[src/rtl/cluster_bus_throttle_pkg.sv]
// Shared types for the cluster bus port throttle: FSM states, counter sizing and default AXI structs.
// Latency: n/a (types and constant functions only).
// Backpressure: n/a.
package cluster_bus_throttle_pkg;

    typedef enum logic [1:0] {
        ST_RUN      = 2'd0,
        ST_DRAIN    = 2'd1,
        ST_ISOLATED = 2'd2
    } state_e;

    // Bits needed to hold a count from 0 up to and including max.
    function automatic int cnt_width(input int max);
        return $clog2(max + 1);
    endfunction

    typedef struct packed {
        logic [3:0]  id;
        logic [31:0] addr;
        logic [7:0]  len;
    } axi_ax_t;

    typedef struct packed {
        logic [31:0] data;
        logic [3:0]  strb;
        logic        last;
    } axi_w_t;

    typedef struct packed {
        logic [3:0] id;
        logic [1:0] resp;
    } axi_b_t;

    typedef struct packed {
        logic [3:0]  id;
        logic [31:0] data;
        logic [1:0]  resp;
        logic        last;
    } axi_r_t;

    typedef struct packed {
        axi_ax_t aw;
        logic    aw_valid;
        axi_w_t  w;
        logic    w_valid;
        logic    b_ready;
        axi_ax_t ar;
        logic    ar_valid;
        logic    r_ready;
    } axi_req_t;

    typedef struct packed {
        logic    aw_ready;
        logic    w_ready;
        axi_b_t  b;
        logic    b_valid;
        logic    ar_ready;
        axi_r_t  r;
        logic    r_valid;
    } axi_resp_t;

endpackage

[src/rtl/cluster_bus_txn_counter.sv]
// Outstanding-transaction counter, 0..Max, with an at-limit flag for admission control.
// Latency: count updates one cycle after the inc/dec strobe.
// Backpressure: none; the caller must never push it past Max or below 0.
module cluster_bus_txn_counter
    import cluster_bus_throttle_pkg::*;
#(
    parameter int unsigned Max = 8
) (
    input  logic                          clk_i,
    input  logic                          rst_i,
    input  logic                          inc_i,
    input  logic                          dec_i,
    output logic [cnt_width(int'(Max))-1:0] cnt_o,
    output logic                          at_max_o
);

    localparam int CntW = cnt_width(int'(Max));

    logic [CntW-1:0] cnt_q, cnt_d;

    // Simultaneous inc and dec cancel; otherwise step by one.
    always_comb begin
        cnt_d = cnt_q;
        if (inc_i && !dec_i) begin
            cnt_d = cnt_q + CntW'(1);
        end else if (dec_i && !inc_i) begin
            cnt_d = cnt_q - CntW'(1);
        end
    end

    // Count register, cleared immediately by reset.
    always_ff @(posedge clk_i or posedge rst_i) begin
        if (rst_i) begin
            cnt_q <= '0;
        end else begin
            cnt_q <= cnt_d;
        end
    end

    assign cnt_o    = cnt_q;
    assign at_max_o = (cnt_q == CntW'(Max));

    a_no_underflow: assert property (@(posedge clk_i) disable iff (rst_i) !(dec_i && (cnt_q == '0)));
    a_no_overflow:  assert property (@(posedge clk_i) disable iff (rst_i) !(inc_i && at_max_o));

endmodule

[src/rtl/cluster_bus_port_throttle.sv]
// Caps outstanding AXI reads/writes on one crossbar slave port and drains/isolates it on request.
// Latency: 0 cycles on every channel (combinational valid/ready gating, no cut registers).
// Backpressure: AW/AR held off at the limit or outside RUN (never after presentation); W blocked when isolated.
module cluster_bus_port_throttle
    import cluster_bus_throttle_pkg::*;
#(
    parameter int unsigned MaxRdTxns = 8,
    parameter int unsigned MaxWrTxns = 8,
    parameter type req_t  = axi_req_t,
    parameter type resp_t = axi_resp_t
) (
    input  logic                                clk_i,
    input  logic                                rst_i,
    input  req_t                                slv_req_i,
    output resp_t                               slv_resp_o,
    output req_t                                mst_req_o,
    input  resp_t                               mst_resp_i,
    input  logic                                isolate_i,
    output logic                                isolated_o,
    output logic [cnt_width(int'(MaxRdTxns))-1:0] rd_outstanding_o,
    output logic [cnt_width(int'(MaxWrTxns))-1:0] wr_outstanding_o
);

    state_e state_q, state_d;
    logic   aw_pending_q, aw_pending_d;
    logic   ar_pending_q, ar_pending_d;

    logic [cnt_width(int'(MaxRdTxns))-1:0] rd_cnt;
    logic [cnt_width(int'(MaxWrTxns))-1:0] wr_cnt;
    logic rd_at_max, wr_at_max;

    // Admission looks only at registered state, so a same-cycle B/R never opens AW/AR.
    // A request already shown to the crossbar keeps its slot open until it is taken.
    logic aw_open, ar_open, w_open;
    assign aw_open = ((state_q == ST_RUN) && !wr_at_max) || aw_pending_q;
    assign ar_open = ((state_q == ST_RUN) && !rd_at_max) || ar_pending_q;
    assign w_open  = (state_q != ST_ISOLATED);

    logic mst_aw_vld, mst_ar_vld, mst_b_rdy, mst_r_rdy;
    assign mst_aw_vld = slv_req_i.aw_valid && aw_open && !rst_i;
    assign mst_ar_vld = slv_req_i.ar_valid && ar_open && !rst_i;
    assign mst_b_rdy  = slv_req_i.b_ready && !rst_i;
    assign mst_r_rdy  = slv_req_i.r_ready && !rst_i;

    logic aw_hs, ar_hs, b_hs, r_last_hs;
    assign aw_hs     = mst_aw_vld && mst_resp_i.aw_ready;
    assign ar_hs     = mst_ar_vld && mst_resp_i.ar_ready;
    assign b_hs      = mst_resp_i.b_valid && mst_b_rdy;
    assign r_last_hs = mst_resp_i.r_valid && mst_r_rdy && mst_resp_i.r.last;

    // Pass-through of both directions with handshake signals gated; reset forces them low.
    always_comb begin
        mst_req_o           = slv_req_i;
        mst_req_o.aw_valid  = mst_aw_vld;
        mst_req_o.ar_valid  = mst_ar_vld;
        mst_req_o.w_valid   = slv_req_i.w_valid && w_open && !rst_i;
        mst_req_o.b_ready   = mst_b_rdy;
        mst_req_o.r_ready   = mst_r_rdy;
        slv_resp_o          = mst_resp_i;
        slv_resp_o.aw_ready = mst_resp_i.aw_ready && aw_open && !rst_i;
        slv_resp_o.ar_ready = mst_resp_i.ar_ready && ar_open && !rst_i;
        slv_resp_o.w_ready  = mst_resp_i.w_ready && w_open && !rst_i;
        slv_resp_o.b_valid  = mst_resp_i.b_valid && !rst_i;
        slv_resp_o.r_valid  = mst_resp_i.r_valid && !rst_i;
    end

    // Next state and pending flags: drain completes only with nothing in flight or on the wire.
    always_comb begin
        state_d      = state_q;
        aw_pending_d = mst_aw_vld && !mst_resp_i.aw_ready;
        ar_pending_d = mst_ar_vld && !mst_resp_i.ar_ready;
        case (state_q)
            ST_RUN: begin
                if (isolate_i) state_d = ST_DRAIN;
            end
            ST_DRAIN: begin
                if (!isolate_i) begin
                    state_d = ST_RUN;
                end else if ((rd_cnt == '0) && (wr_cnt == '0) && !aw_pending_q && !ar_pending_q) begin
                    state_d = ST_ISOLATED;
                end
            end
            ST_ISOLATED: begin
                if (!isolate_i) state_d = ST_RUN;
            end
            default: state_d = ST_RUN;
        endcase
    end

    // State and pending-flag registers.
    always_ff @(posedge clk_i or posedge rst_i) begin
        if (rst_i) begin
            state_q      <= ST_RUN;
            aw_pending_q <= 1'b0;
            ar_pending_q <= 1'b0;
        end else begin
            state_q      <= state_d;
            aw_pending_q <= aw_pending_d;
            ar_pending_q <= ar_pending_d;
        end
    end

    cluster_bus_txn_counter #(.Max(MaxWrTxns)) u_wr_cnt (
        .clk_i    (clk_i),
        .rst_i    (rst_i),
        .inc_i    (aw_hs),
        .dec_i    (b_hs),
        .cnt_o    (wr_cnt),
        .at_max_o (wr_at_max)
    );

    cluster_bus_txn_counter #(.Max(MaxRdTxns)) u_rd_cnt (
        .clk_i    (clk_i),
        .rst_i    (rst_i),
        .inc_i    (ar_hs),
        .dec_i    (r_last_hs),
        .cnt_o    (rd_cnt),
        .at_max_o (rd_at_max)
    );

    assign isolated_o       = (state_q == ST_ISOLATED);
    assign rd_outstanding_o = rd_cnt;
    assign wr_outstanding_o = wr_cnt;

endmodule

[config.mk]
export PLATFORM = sky130hd
export DESIGN_NAME = cluster_bus_port_throttle
export DESIGN_NICKNAME = d
export VERILOG_FILES = /design/src/rtl/cluster_bus_throttle_pkg.sv /design/src/rtl/cluster_bus_txn_counter.sv /design/src/rtl/cluster_bus_port_throttle.sv
export SDC_FILE = /design/constraint.sdc
export NUM_CORES = 1
export LEC_CHECK = 0
export ABC_AREA = 1
export BUFFER_PORTS_ARGS = -buffer_cell sky130_fd_sc_hd__buf_2
export CORE_AREA = 3 3 145 147
export CTS_BUF_LIST = sky130_fd_sc_hd__clkbuf_8
export DETAILED_ROUTE_END_ITERATION = 10
export DIE_AREA = 0 0 148 150
export SETUP_SLACK_MARGIN = 0.02
export SKIP_LAST_GASP = 1
export SYNTH_ARGS = -nofsm -noshare
export SYNTH_HDL_FRONTEND = slang
export SYNTH_SLANG_ARGS = --single-unit
[constraint.sdc]
create_clock -name clk_i -period 4.9 [get_ports clk_i]
set_clock_uncertainty 0.1 [all_clocks]
set_input_delay 0.245 -clock clk_i [delete_from_list [all_inputs] [get_ports clk_i]]
set_output_delay 0.245 -clock clk_i [all_outputs]
set_load 0.01 [all_outputs]
# --- Word-level counts from Yosys, hierarchy flattened ---
# Index checks and enable logic that the tools add are counted.
classes:
  add_sub_neg: 4
  multipliers: 0
  div: 0
  magnitude_cmp: 0
  n_eq_ne: 8
  shifts: 0
  mux: 9
  bitwise_logic: 0
  reduce_logical: 51
op_table:
  columns: ["operator", "n"]
  rows:
  - ["$logic_and 1x1->1", 32]
  - ["$mux 4", 4]
  - ["$logic_not 1->1", 11]
  - ["$add 4x1->4 const B", 2]
  - ["$eq 4x4->1 const B", 2]
  - ["$logic_not 4->1", 2]
  - ["$mux 2", 4]
  - ["$sub 4x1->4 const B", 2]
  - ["$ne 2x2->1 const B", 3]
  - ["$pmux 2 s3", 1]
  - ["$reduce_bool 2->1", 2]
  - ["$ne 3x3->1 const B", 1]
  - ["$reduce_and 3->1", 1]
  - ["$eq 2x1->1 const B", 1]
  - ["$eq 2x2->1 const B", 1]
  - ["$logic_not 2->1", 1]
  - ["$logic_or 1x1->1", 2]
totals:
  register_bits: 12
  latch_bits: 0
  ram_bits: 0
  rom_bits: 0
  inputBits: 183
  memories: 0

# --- Logic depth before layout (Yosys ltp) ---
depth:
  word_depth: 11
  depth_mapped: 17

# --- By module ---
# From an unflattened synthesis, not the netlist that was laid out.
unflattened:
  hier_cells: 311
  area_unflattened_um2: 2237.1
modules_own_cells:
  columns: ["mod", "n_inst", "cells_each", "area_per_inst_um2"]
  rows:
  - ["cluster_bus_port_throttle", 1, 235, 1651.6]
  - ["cluster_bus_txn_counter", 2, 38, 292.8]

# --- Worst setup path after synthesis ---
# No wires, ideal clock.
synth_timing:
  path_type: "register to register"
  start: "register u_wr_cnt.cnt_q[0] (netlist: u_wr_cnt.cnt_o[0])"
  end: "register u_wr_cnt.cnt_q[3] (netlist: u_wr_cnt.cnt_o[3])"
  setup_time_ps: 65
  arrival_ps: 1927
  required_ps: 4735
  setup_slack_ps: 2808
  path_stages_with_launch: 17
  path_buffers: 0
  period_less_slack_ps: 2092
  path_cell_list: "dfrtp_1 nor2_1 nand2_1 nand2_1 nand2_2 nand3_2 nor2_1 ha_1 inv_1 ha_1 nand2_1 nand2_1 nor2_1 nand2_1 nand2_1 nand2_1 nand2_1"
synth_between:
  elab_chain_len: 10
  word_cells_on_any_way: 15
  classes_between: "add/sub: 2; eq/ne: 1; mux: 2; reduce/logical: 10"
synth_lines:
  columns: ["item", "line_no", "text"]
  rows:
  - ["start: declaration", "cluster_bus_txn_counter.sv:19", "logic [CntW-1:0] cnt_q, cnt_d;"]
  - ["start signal: assignment", "cluster_bus_txn_counter.sv:36", "cnt_q <= cnt_d;"]
  - ["$eq 4x4->1", "cluster_bus_txn_counter.sv:41", "assign at_max_o = (cnt_q == CntW'(Max));"]
  - ["$logic_not 1->1", "cluster_bus_port_throttle.sv:35", "assign aw_open = ((state_q == ST_RUN) && !wr_at_max) || aw_pending_q;"]
  - ["$logic_and 1x1->1", "cluster_bus_port_throttle.sv:35", null]
  - ["$logic_or 1x1->1", "cluster_bus_port_throttle.sv:35", null]
  - ["$logic_and 1x1->1 (2 in series)", "cluster_bus_port_throttle.sv:40", "assign mst_aw_vld = slv_req_i.aw_valid && aw_open && !rst_i;"]
  - ["$logic_and 1x1->1", "cluster_bus_port_throttle.sv:46", "assign aw_hs = mst_aw_vld && mst_resp_i.aw_ready;"]
  - ["$logic_not 1->1", "cluster_bus_txn_counter.sv:26", "end else if (dec_i && !inc_i) begin"]
  - ["$logic_and 1x1->1", "cluster_bus_txn_counter.sv:26", null]
  - ["$reduce_bool 2->1 (no source line)", null, null]
# Several ways; a longest one is shown, not always the timed one. The select of a mux whose other input is x is not followed.
# A chain may end at the register's enable or synchronous reset.

# --- Worst setup path in the final report ---
layout_timing:
  start: "register state_q[0]"
  end: "register u_rd_cnt.cnt_q[3] (netlist: u_rd_cnt.cnt_o[3])"
layout_between:
  elab_chain_len: 9
  word_cells_on_any_way: 11
  classes_between: "mux: 1; reduce/logical: 10"
layout_lines:
  columns: ["item", "line_no", "text"]
  rows:
  - ["start: declaration", "cluster_bus_port_throttle.sv:24", "state_e state_q, state_d;"]
  - ["start signal: assignment", "cluster_bus_port_throttle.sv:97", "state_q <= state_d;"]
  - ["$logic_not 2->1 (*)", "cluster_bus_port_throttle.sv:36", "assign ar_open = ((state_q == ST_RUN) && !rd_at_max) || ar_pending_q;"]
  - ["$logic_and 1x1->1 (*)", "cluster_bus_port_throttle.sv:36", null]
  - ["$logic_or 1x1->1 (*)", "cluster_bus_port_throttle.sv:36", null]
  - ["$logic_and 1x1->1 (*) (2 in series)", "cluster_bus_port_throttle.sv:41", "assign mst_ar_vld = slv_req_i.ar_valid && ar_open && !rst_i;"]
  - ["$logic_and 1x1->1 (*)", "cluster_bus_port_throttle.sv:47", "assign ar_hs = mst_ar_vld && mst_resp_i.ar_ready;"]
  - ["$logic_not 1->1", "cluster_bus_txn_counter.sv:26", null]
  - ["$logic_and 1x1->1", "cluster_bus_txn_counter.sv:26", null]
  - ["$reduce_bool 2->1 (no source line)", null, null]
  - ["end signal: assignment", "cluster_bus_txn_counter.sv:36", null]
  - ["end: declaration", "cluster_bus_txn_counter.sv:19", null]
# Mark *: on every way between the ends. The rest lies on a longest branch, timed or not.

==> impl_metrics.json <==
{
  "p_per_area_nw_per_um2": 431,
  "via_count": 1214,
  "placed_area_um2": 1410,
  "yosysTopAreaCell": "buf_4",
  "syn-num-nets": 496,
  "fin_crit_sh_pct": 47.7,
  "setup_tns_ns": 0,
  "pwr-share-comb_pct": 51.5,
  "worstMarginPinSlew_ns": 0.573,
  "io_buffers": 33,
  "slowest_stage": "dfrtp_1",
  "clockBufferDepth": 2,
  "synth_top_cells_by_count": "174 x buf_4, 35 x nand2_1, 25 x inv_1, 24 x nor2_1, 12 x dfrtp_1",
  "max-slew-margin-rel_pct": 61.8,
  "critPathLaunchType": "register",
  "fp.dieW_um": 148,
  "status": "finished clean",
  "synthCells": 305,
  "intPower_uw": 343,
  "crit_path_end_kind": "register",
  "htreeDepth": 1,
  "final.setup.worst_slack_ns": 2.57,
  "multi_input_area_um2": 512,
  "slew_violations": 0,
  "cap_violations": 0,
  "arrival_ns": 2.42,
  "yosys-top-cells-area": "buf_4 59%, dfrtp_1 14%, nand2_1 5.9%",
  "crit_top_cell": "nand2_1",
  "yosys_most_used_dff": "dfrtp_1",
  "syn_avg_cell_area_um2": 7.25,
  "die_h_um": 150,
  "p_sw_uw": 288,
  "area_growth_pct": -33.8,
  "holdWs_ns": 0.0151,
  "tritoncts": "yes",
  "critPathKind": "register to register",
  "clk_pin_slew_ns": 0.06,
  "initial_core_util_pct": 11.0,
  "power_frac_seq_pct": 31.5,
  "dp_slack_ns": 2.34,
  "swShare_pct": 45.6,
  "yosysSeqAreaShare_pct": 13.6,
  "critical_path_buf_inv_count": 1,
  "nFillCells": 2434,
  "synth_most_common_cell": "buf_4",
  "cts.sinks": 12,
  "grt_pass1_wl_mm": 8.43,
  "synth_edf_count": 0,
  "grt_max_degree": 17,
  "cts_setup_buffers": 0,
  "final_cell_area_um2": 1460,
  "ys.warnings.count": 0,
  "cts_resized": 0,
  "clk-insertion-delay-late_ns": 0.24,
  "first_global_vias": 1182,
  "irDropWorstVdd_mv": 0.139,
  "hp-class": "input pin to async pin",
  "gr-total-overflow": 0,
  "holdBufCountCts": 0,
  "synth_top_area_share_pct": 59.0,
  "core-area_um2": 20000,
  "post_synth_num_cell_types": 17,
  "place_congestion": 0.707,
  "drt_iter0_markers": 40,
  "finalSetupViolations": 0,
  "pin_count": 372,
  "antenna_found_initial": 0,
  "avgRoutedWirePerCell_um": 15.2,
  "drt-total-wl_mm": 6.65,
  "crit_chain": "o21ai_0, nand4_1, nor2_1, ha_1, inv_1, ha_1, nand2_1, nand2_1, nor2_1, nand2_1, nand2_1, nand2_1, nand2_1",
  "final_antenna_net_count": 0,
  "via_per_inst": 2.77,
  "synth_area_um2": 2210,
  "rows": 52,
  "grtUsageTotal_pct": 5.46,
  "slowest_delay_ns": 0.42,
  "die_area_um2": 22200,
  "nNetsFinal": 360,
  "hold_viol_final": 0,
  "dpl.hpwl_mm": 5.53,
  "critical-path-top-delay-family": "simple AND/OR/NAND/NOR gates",
  "clock_power_share_pct": 17.0,
  "drt_pass1_iterations": 4,
  "cts_root_buffer": "clkbuf_8",
  "cts_inserted_buffers": 3,
  "drcViolationCount": 0,
  "ys_ff_latch": 12,
  "critPathRequiredTime_ns": 4.98,
  "total_power_uw": 631,
  "fmax_mhz": 428,
  "cp_max_fo": 6,
  "p_leak_uw": 0.000703,
  "seqCellArea_um2": 300,
  "async_flop_share_pct": 100,
  "rsz0062_at_grt": "false",
  "min_period_ns": 2.33,
  "num_antenna_cells": 0,
  "drive_gt1_share_pct": 23.2
}
## layout make-up
type	instances	area share (%)
clock buffers	4	3.76
multi-input cells	94	35.0
inverters	25	6.41
well taps	270	23.1
repair buffers	33	11.3
flip-flops and latches	12	20.5
## layout by cell type (no fill, tap or decap), drive strengths merged
master / instances
nand3: 10
nand3b: 1
xnor2: 6
nand2: 36
xor2: 2
dfrtp: 12
nor2: 24
nor3: 1
clkbuf: 4
o21ai: 5
ha: 6
nand4: 1
inv: 25
fa: 2
buf: 33
## registers in the layout (all words and copies together) (netlist names)
| name | flops |
|---|---|
| u_wr_cnt.cnt_o | 4 |
| aw_pending_q | 1 |
| u_rd_cnt.cnt_o | 4 |
| state_q | 2 |
| ar_pending_q | 1 |
## stage by stage
step	instances	utilization, %
2_1_floorplan	305	-
3_3_place_gp	434	7.03
3_5_place_dp	434	7.03
4_1_cts	438	7.31
5_1_grt	438	7.31
6_report	438	7.31
## power groups by stage
stage               Clock (uW)  Sequential [uW]  Combinational, uW
global route               115              211                375
CTS                        110              201                339
finish                     108              199                325
detailed placement           0              202                337
floorplan                    0              201                353
global placement             0              201                334
## kinds of logic (layout without fill, tap and decap cells)
family          after synthesis  count (layout)  synth area share (%)
compound gates                5               5                  1.13
xor+xnor                      8               8                  3.17
fa+ha+maj                     8               8                  5.20
buf+inv                     199              62                  63.3
flops                        12              12                  13.6
simple gates                 73              73                  13.6
## worst paths after layout
kind,from,end,slack [ns],cells after the start
setup / recovery,state_q[0],u_rd_cnt.cnt_o[3],2.57,13
hold / removal,rst_i,u_wr_cnt.cnt_o[3],0.02,2
setup reg to reg,state_q[0],u_rd_cnt.cnt_o[3],2.57,13
hold reg to reg,u_wr_cnt.cnt_o[0],u_wr_cnt.cnt_o[0],0.50,1
max in group asynchronous,rst_i,u_wr_cnt.cnt_o[1],4.31,2
min in group clk_i,mst_resp_i[49],aw_pending_q,0.10,2
## per-layer routing
metal  vias to the layer above  wire [um]  part of all wire (%)  global-route usage [%]
met1                       469       1540                    23                    3.68
met2                       160       2860                    43                    7.49
met5                         -          0                     0                       0
met3                       116       1420                    21                    5.18
met4                         0        836                    13                    7.44
li1                        469          -                     -                       -
## worst register-to-register path: stages (launching register included)
cell and delay [ns]:
dfrtp_1 0.42, o21ai_0 0.27, nand4_1 0.19, nor2_1 0.15
ha_1 0.23, inv_1 0.11, ha_1 0.34, nand2_1 0.12
nand2_1 0.06, nor2_1 0.09, nand2_1 0.05, nand2_1 0.06
nand2_1 0.04, nand2_1 0.05
Power figures use the tool's default switching activity.
